--- src/rtl/fir_nibble_collector.sv ---
`default_nettype none
// ============================================================================
// Module      : fir_nibble_collector
// Description : Tail stage of the FIR_PE systolic chain. Gathers the
//               nibble-serial Y stream (LSB nibble first) into full-width
//               words and queues them in a first-word fall-through FIFO
//               behind a valid/ready port. Drops a stalled partial word
//               after GAP_MAX idle cycles and flags lost words on overflow.
// Ports       : clk       - clock, all state on rising edge
//               reset     - asynchronous active-high reset
//               Vld/Yin   - nibble strobe and 4-bit nibble from last PE
//               Dout      - head-of-FIFO word (0 when FIFO is empty)
//               Dout_vld  - FIFO not empty
//               Dout_rdy  - consumer accepts Dout when Dout_vld & Dout_rdy
//               Level     - FIFO occupancy
//               Drop      - one-cycle pulse when a partial word is discarded
//               Ovf       - sticky flag: completed word lost, FIFO full
//               Ovf_clr   - synchronous clear of Ovf
// Revision    : 1.0 - initial release
// ============================================================================
module fir_nibble_collector #(
    parameter int N_NIB      = 4,
    parameter int FIFO_DEPTH = 4,
    parameter int GAP_MAX    = 15
) (
    input  logic                          clk,
    input  logic                          reset,
    input  logic                          Vld,
    input  logic [3:0]                    Yin,
    output logic [4*N_NIB-1:0]            Dout,
    output logic                          Dout_vld,
    input  logic                          Dout_rdy,
    output logic [$clog2(FIFO_DEPTH):0]   Level,
    output logic                          Drop,
    output logic                          Ovf,
    input  logic                          Ovf_clr
);

    localparam int c_WORD_W = 4 * N_NIB;
    localparam int c_NIB_W  = (N_NIB > 1) ? $clog2(N_NIB) : 1;
    localparam int c_AW     = $clog2(FIFO_DEPTH);
    localparam int c_LVL_W  = c_AW + 1;

    localparam logic [0:0] c_ST_IDLE    = 1'b0;
    localparam logic [0:0] c_ST_COLLECT = 1'b1;

    // ------------------------------------------------------------------
    // Assembler state
    // ------------------------------------------------------------------
    logic [0:0]          r_state;
    logic [0:0]          w_state_next;
    logic [c_NIB_W-1:0]  r_nib_cnt;
    logic [c_NIB_W-1:0]  w_nib_next;
    logic [7:0]          r_gap_cnt;
    logic [7:0]          w_gap_next;
    logic [c_WORD_W-1:0] r_word;
    logic [c_WORD_W-1:0] w_word_next;
    logic                w_push;
    logic                w_drop;
    logic                r_drop;

    // ------------------------------------------------------------------
    // FIFO state
    // ------------------------------------------------------------------
    logic [c_WORD_W-1:0] r_mem [FIFO_DEPTH];
    logic [c_AW-1:0]     r_wr_ptr;
    logic [c_AW-1:0]     r_rd_ptr;
    logic [c_LVL_W-1:0]  r_level;
    logic                r_ovf;
    logic                w_fifo_vld;
    logic                w_full;
    logic                w_pop;
    logic                w_push_ok;
    logic                w_ovf_set;

    always_ff @(posedge clk or posedge reset) begin
        if (reset) begin
            r_state   <= c_ST_IDLE;
            r_nib_cnt <= '0;
            r_gap_cnt <= '0;
            r_word    <= '0;
            r_drop    <= 1'b0;
        end else begin
            r_state   <= w_state_next;
            r_nib_cnt <= w_nib_next;
            r_gap_cnt <= w_gap_next;
            r_word    <= w_word_next;
            r_drop    <= w_drop;
        end
    end

    // The word pushed into the FIFO is w_word_next, i.e. the partial word
    // with the nibble sampled on this edge already merged in, so a word
    // completes on the same edge that samples its last nibble.
    always_comb begin
        w_state_next = r_state;
        w_nib_next   = r_nib_cnt;
        w_gap_next   = r_gap_cnt;
        w_word_next  = r_word;
        w_push       = 1'b0;
        w_drop       = 1'b0;
        case (r_state)
            c_ST_IDLE: begin
                if (Vld) begin
                    w_word_next      = '0;
                    w_word_next[3:0] = Yin;
                    w_gap_next       = '0;
                    if (N_NIB == 1) begin
                        w_push = 1'b1;
                    end else begin
                        w_nib_next   = c_NIB_W'(1);
                        w_state_next = c_ST_COLLECT;
                    end
                end
            end
            c_ST_COLLECT: begin
                if (Vld) begin
                    for (int i = 0; i < N_NIB; i++) begin
                        if (r_nib_cnt == c_NIB_W'(i)) begin
                            w_word_next[4*i +: 4] = Yin;
                        end
                    end
                    w_gap_next = '0;
                    if (r_nib_cnt == c_NIB_W'(N_NIB - 1)) begin
                        w_push       = 1'b1;
                        w_nib_next   = '0;
                        w_state_next = c_ST_IDLE;
                    end else begin
                        w_nib_next = r_nib_cnt + c_NIB_W'(1);
                    end
                end else if (r_gap_cnt == 8'(GAP_MAX - 1)) begin
                    // This idle cycle is the GAP_MAX-th in a row: give up.
                    w_drop       = 1'b1;
                    w_nib_next   = '0;
                    w_gap_next   = '0;
                    w_state_next = c_ST_IDLE;
                end else begin
                    w_gap_next = r_gap_cnt + 8'd1;
                end
            end
            default: begin
                w_state_next = c_ST_IDLE;
                w_nib_next   = '0;
                w_gap_next   = '0;
            end
        endcase
    end

    // ------------------------------------------------------------------
    // Output FIFO (first-word fall-through)
    // ------------------------------------------------------------------
    assign w_fifo_vld = (r_level != '0);
    assign w_full     = (r_level == c_LVL_W'(FIFO_DEPTH));
    assign w_pop      = w_fifo_vld & Dout_rdy;
    // A full FIFO can still take a word when the head leaves on the same edge.
    assign w_push_ok  = w_push & (~w_full | w_pop);
    assign w_ovf_set  = w_push & ~w_push_ok;

    always_ff @(posedge clk or posedge reset) begin
        if (reset) begin
            for (int i = 0; i < FIFO_DEPTH; i++) begin
                r_mem[i] <= '0;
            end
            r_wr_ptr <= '0;
            r_rd_ptr <= '0;
            r_level  <= '0;
            r_ovf    <= 1'b0;
        end else begin
            if (w_push_ok) begin
                r_mem[r_wr_ptr] <= w_word_next;
                r_wr_ptr        <= r_wr_ptr + c_AW'(1);
            end
            if (w_pop) begin
                r_rd_ptr <= r_rd_ptr + c_AW'(1);
            end
            case ({w_push_ok, w_pop})
                2'b10:   r_level <= r_level + c_LVL_W'(1);
                2'b01:   r_level <= r_level - c_LVL_W'(1);
                default: r_level <= r_level;
            endcase
            // A new overflow outranks a clear on the same edge.
            if (w_ovf_set) begin
                r_ovf <= 1'b1;
            end else if (Ovf_clr) begin
                r_ovf <= 1'b0;
            end
        end
    end

    assign Dout     = w_fifo_vld ? r_mem[r_rd_ptr] : '0;
    assign Dout_vld = w_fifo_vld;
    assign Level    = r_level;
    assign Drop     = r_drop;
    assign Ovf      = r_ovf;

endmodule
`default_nettype wire
--- config.mk ---
export PLATFORM = sky130hd
export DESIGN_NAME = fir_nibble_collector
export DESIGN_NICKNAME = d
export VERILOG_FILES = /design/src/rtl/fir_nibble_collector.sv
export SDC_FILE = /design/constraint.sdc
export NUM_CORES = 1
export LEC_CHECK = 0
export ABC_AREA = 1
export ABC_CLOCK_PERIOD_IN_PS = 4800
export BUFFER_PORTS_ARGS = -buffer_cell sky130_fd_sc_hd__clkbuf_2
export CELL_PAD_IN_SITES_DETAIL_PLACEMENT = 1
export CELL_PAD_IN_SITES_GLOBAL_PLACEMENT = 2
export CORE_MARGIN = 4
export CORE_UTILIZATION = 39
export DETAILED_ROUTE_END_ITERATION = 8
export PLACE_DENSITY_LB_ADDON = 0.1
export SKIP_LAST_GASP = 1
export SYNTH_ARGS = -nofsm -noshare
export SYNTH_HDL_FRONTEND = slang
export SYNTH_SLANG_ARGS = --single-unit
export TNS_END_PERCENT = 20
--- constraint.sdc ---
create_clock -name clk -period 4.8 [get_ports clk]
set_input_delay 0.24 -clock clk [delete_from_list [all_inputs] [get_ports clk]]
set_output_delay 0.24 -clock clk [all_outputs]
set_load 0.02 [all_outputs]
* Word-level counts from Yosys, hierarchy flattened
Cells that the tools add are included.
** Storage, ports and cells
- Register bits after elaboration :: 100
- Input bits :: 9
- Output and inout bits :: 22
- Logic and storage cells :: 83
** Operators by class
- Add/subtract/negate cells :: 6
- Magnitude comparators :: 3
- Eq/ne operators :: 9
- Mux-type cells :: 37
- Bitwise gates (word level) :: 9
- Reductions and logical operators :: 6
** Operators with widths (count)
- $mux 16 :: 6
- $bwmux 64 :: 1
- $bmux 16 s2 :: 1
- $demux 16 s2 :: 1
- $pmux 16 s2 :: 1
- $mux 8 :: 3
- $mux 4 :: 4
- $pmux 8 s2 :: 1
- $mux 1 :: 12
- $add 8x1->8 const B :: 1
- $eq 8x4->1 const B :: 1
- $mux 2 :: 4
- $add 2x1->2 const B :: 3
- $eq 2x2->1 const B :: 3
- $ge 3x3->1 const B :: 2
- $not 2->3 :: 2
- $pmux 3 s2 :: 1
- $eq 2x1->1 const B :: 2
- $pmux 2 s2 :: 1
- $reduce_bool 2->1 :: 2
- $add 3x1->3 const B :: 1
- $and 1x1->1 :: 3
- $eq 3x3->1 const B :: 1
- $lt 3x1->1 const B :: 1
- other kinds (10) :: 12

* Longest topological paths before layout
- Word-level depth :: 8
- Depth in mapped cells :: 10

* Worst setup path before layout
No wires, ideal clock.
- Path type :: register to register
- From :: register r_level[0], in the netlist Level[0]
- To :: register r_level[2], in the netlist Level[2]
- Library setup time :: 0.131 ns
- Arrival :: 1.955 ns
- Data required time :: 4.669 ns
- Setup slack :: 2.714 ns
- Cell stages (with the launch flop) :: 10
- Path buffers :: 0
- Path through :: dfrtp_1 > nor2_1 > nand2_2 > nand2_1 > ha_1 > inv_1 > fa_1 > a21oi_1 > o21ai_0 > xor2_1
** Between the ends
- Word-level cells in the longest chain between the ends :: 6
** RTL lines
- start: declaration :: RTL line 68 : logic [c_LVL_W-1:0] r_level;
- start signal: assignment :: RTL line 177 : 2'b10: r_level <= r_level + c_LVL_W'(1);
- start signal: assignment :: RTL line 178 : 2'b01: r_level <= r_level - c_LVL_W'(1);
- start signal: assignment :: RTL line 179 : default: r_level <= r_level;
- $reduce_bool 3->1 or $eq 3x3->1 (tied branches) :: RTL line 152, 153
- $and 1x1->1 or $not 1->1 (tied branches) :: RTL line 154, 156
- $or 1x1->1 :: RTL line 156 : assign w_push_ok = w_push & (~w_full | w_pop);
- $and 1x1->1 :: RTL line 156
- $eq 2x1->1 or $eq 2x2->1 (tied branches) :: RTL line 176 : case ({w_push_ok, w_pop})
- $pmux 3 s2 or $reduce_bool 2->1 (tied branches)
Parallel ways exist; a longest one is shown, timed or not.
A chain may end at the register's enable or synchronous reset.

* Worst setup path in the final report
- From :: register r_rd_ptr[1]
- To :: output Dout[5]
** Between the ends
- Word-level cells in the longest chain between the ends :: 5
** RTL lines
- start: declaration :: RTL line 67 : logic [c_AW-1:0] r_rd_ptr;
- start signal: assignment :: RTL line 174 : r_rd_ptr <= r_rd_ptr + c_AW'(1);
- $not 2->3 (implied by the code) :: RTL line 190 : assign Dout = w_fifo_vld ? r_mem[r_rd_ptr] : '0;
- $bmux 16 s2 :: RTL line 190
- $mux 16 (implied by the code) (2 in a row) :: RTL line 190
- $mux 16 :: RTL line 190
- end: declaration :: RTL line 30 : output logic [4*N_NIB-1:0] Dout,
No other way between the ends. The select of a mux whose other input is x is not followed.

==> out/metrics.yaml <==
status: "finished, violations left"
violations: "hold timing"
post_drt_via_cell_ratio: 4.981
dp_cells: 794
multi_input_area_mm2: 0.002066
drt_iter0_drc: 219
setup_viol: 0
min_period_over_period_pct: 55.54
boundaryPins: 31
grt_pass1_vias: 4373
place_hpwl_mm: 8.953
seq_area_mm2: 0.002502
finalHoldViolations: 5
worstSetupEndpointType: "output port"
final_util_pct: 44.90
critPathLaunchType: "register"
cts_setup_buffers: 0
cts_hold_buf: 0
timing.hold.ws_ps: -6.023
fin_cells: 809
clk_path_buf_depth: 2
antenna_found_initial: 0
layout_commonest_cell: "nand2_1"
synth_cell_types: 28
final_cell_mix: "246 x nand2_1, 100 x dfrtp_1, 80 x nor2_1"
ys_seq_area_share_pct: 51.27
htree_levels: 3
wirelength_mm: 13.48
skew_ps: 7.820
cts_tree: "done"
via_count: 4030
fp.dieW_um: 119.9
fin_setup_tns_ps: 0
relSlewSlack_pct: 42.40
drc: 0
fp.dieArea_mm2: 0.01437
grt_usage_pct: 20.04
root_buffer: "clkbuf_16"
grt_max_degree: 58
gp_congestion: 0.7565
syn_area_per_cell_um2: 7.911
peakVddDrop_uv: 282.1
start_util_pct: 40.30
nNetsFinal: 658
first_pass_iters: 4
synth_ff_type: "dfrtp_1"
cts_resized: 0
synth_edf_count: 0
clk_pin_slew_ps: 70
post_drt_wl_per_cell_um: 16.67
design_area_mm2: 0.005438
clock.fmax_ghz: 0.3751
port_buffers: 30
cp.required_ps: 4560
clk_latency_ps: 360
dpl-instance-area_mm2: 0.005106
maxCapViolCount: 0
pwr_density_cell_mw_per_mm2: 666.5
diodes: 0
gr-total-overflow: 0
die-height_um: 119.9
power.leakage_nw: 2.903
postRouteAntennaNets: 0
rsz0062_at_grt: "false"
placementRows: 40
cp_max_fo: 18
fin_crit_ps: 2666
cp.arrival_ps: 2430
core_mm2: 0.01211
synth_seq_cells: 100
path_class: "reg -> out"
synth_cells: 617
slew_viol_final: 0
numCtsBuffers: 9
grt_pass1_wl_mm: 22.61
synth-warning-count: 0
syn-num-nets: 638
async_flop_share_pct: 100.0
area_growth_syn_to_layout_pct: 11.41
cts.sink_count: 100
worst_pin_slew_ps: 860.8
drive_above_1_share_pct: 9.516
synth.cell_area_mm2: 0.004881
hold_class: "in -> async"
fill_cells: 1518
==> worst max-delay path: stages (launching register included) <==
cell	delay, ps
dfrtp_1	840
inv_1	540
nor2_1	210
o21ai_0	100
a21oi_1	170
clkbuf_2	200
==> cell type report <==
class | count | area share, %
sequential | 100 | 46.02
multi-input combinational | 454 | 37.99
clock buffer | 11 | 4.280
tap | 168 | 3.866
timing repair buffer | 32 | 3.037
inverter | 40 | 2.991
clock inverter | 4 | 1.818
==> layer usage <==
layer	vias to the layer above	global-route usage, %	wire length [µm]
met5	-	0	0
met4	0	5.154	181
met3	14	4.383	399
met2	45	34.85	6721
met1	2009	25.35	6179
li1	1962	-	-
==> Yosys cell counts (3+ instances only) <==
master	n	area [µm²]
inv_4	4	25.02
ha_1	11	137.6
clkbuf_1	6	22.52
inv_1	34	127.6
nand3_4	4	70.07
a21oi_1	18	90.09
nand2_1	246	923.4
o21ai_1	4	20.02
nor2_1	80	300.3
buf_8	3	45.04
xor2_1	4	35.03
buf_2	11	55.05
o21ai_0	53	265.3
dfrtp_1	100	2502
nand3_1	21	105.1
==> path summary, 6_finish.rpt <==
kind | startpoint | end | slack [ps] | cells after the start
worst max-delay path | r_rd_ptr[1]$_DFFE_PP0P_ | Dout[5] | 2130 | 5
worst min-delay path | reset | Ovf$_DFFE_PP0P_ | -6 | 2
worst max register to register | Level[0]$_DFFE_PP0P_ | Level[2]$_DFFE_PP0P_ | 2560 | 9
worst min register to register | r_mem[9]$_DFFE_PP0P_ | r_mem[9]$_DFFE_PP0P_ | 480 | 2
max in group asynchronous | reset | r_mem[36]$_DFFE_PP0P_ | 3730 | 3
min in group clk | Ovf_clr | Ovf$_DFFE_PP0P_ | 90 | 2
==> power breakdown <==
group	leakage (nW)	switching (mW)	internal (mW)	total [mW]
Sequential	1.32	0.208	1.16	1.37
Clock	0.160	0.327	0.508	0.835
Combinational	1.42	0.975	0.448	1.42
==> stage by stage <==
step | power [mW] | worst slack [ps]
2_1_floorplan | 2.368 | 1941
3_3_place_gp | 2.766 | 2467
3_5_place_dp | 2.828 | 2420
4_1_cts | 3.682 | 2033
5_1_grt | 3.919 | 1949
6_report | 3.624 | 2134
==> state kept, by name, indices dropped and copies added, names as in the netlist <==
name and cells:
r_gap_cnt 8, r_nib_cnt 2, r_wr_ptr 2, Level 3
r_rd_ptr 2, r_mem 64, Drop 1, r_word 16
Ovf 1, r_state 1
==> kinds of logic (layout without fill, tap and decap cells) <==
logic type / count (synthesis) / count (layout) / synth area share (%)
simple gates: 357 / 357 / 29.76
flops: 100 / 100 / 51.27
compound gates: 80 / 80 / 8.434
buf+inv: 63 / 87 / 6.408
fa+ha+maj: 12 / 12 / 3.230
xor+xnor: 5 / 5 / 0.8972
Note: power is estimated with default switching activity, not from simulation.
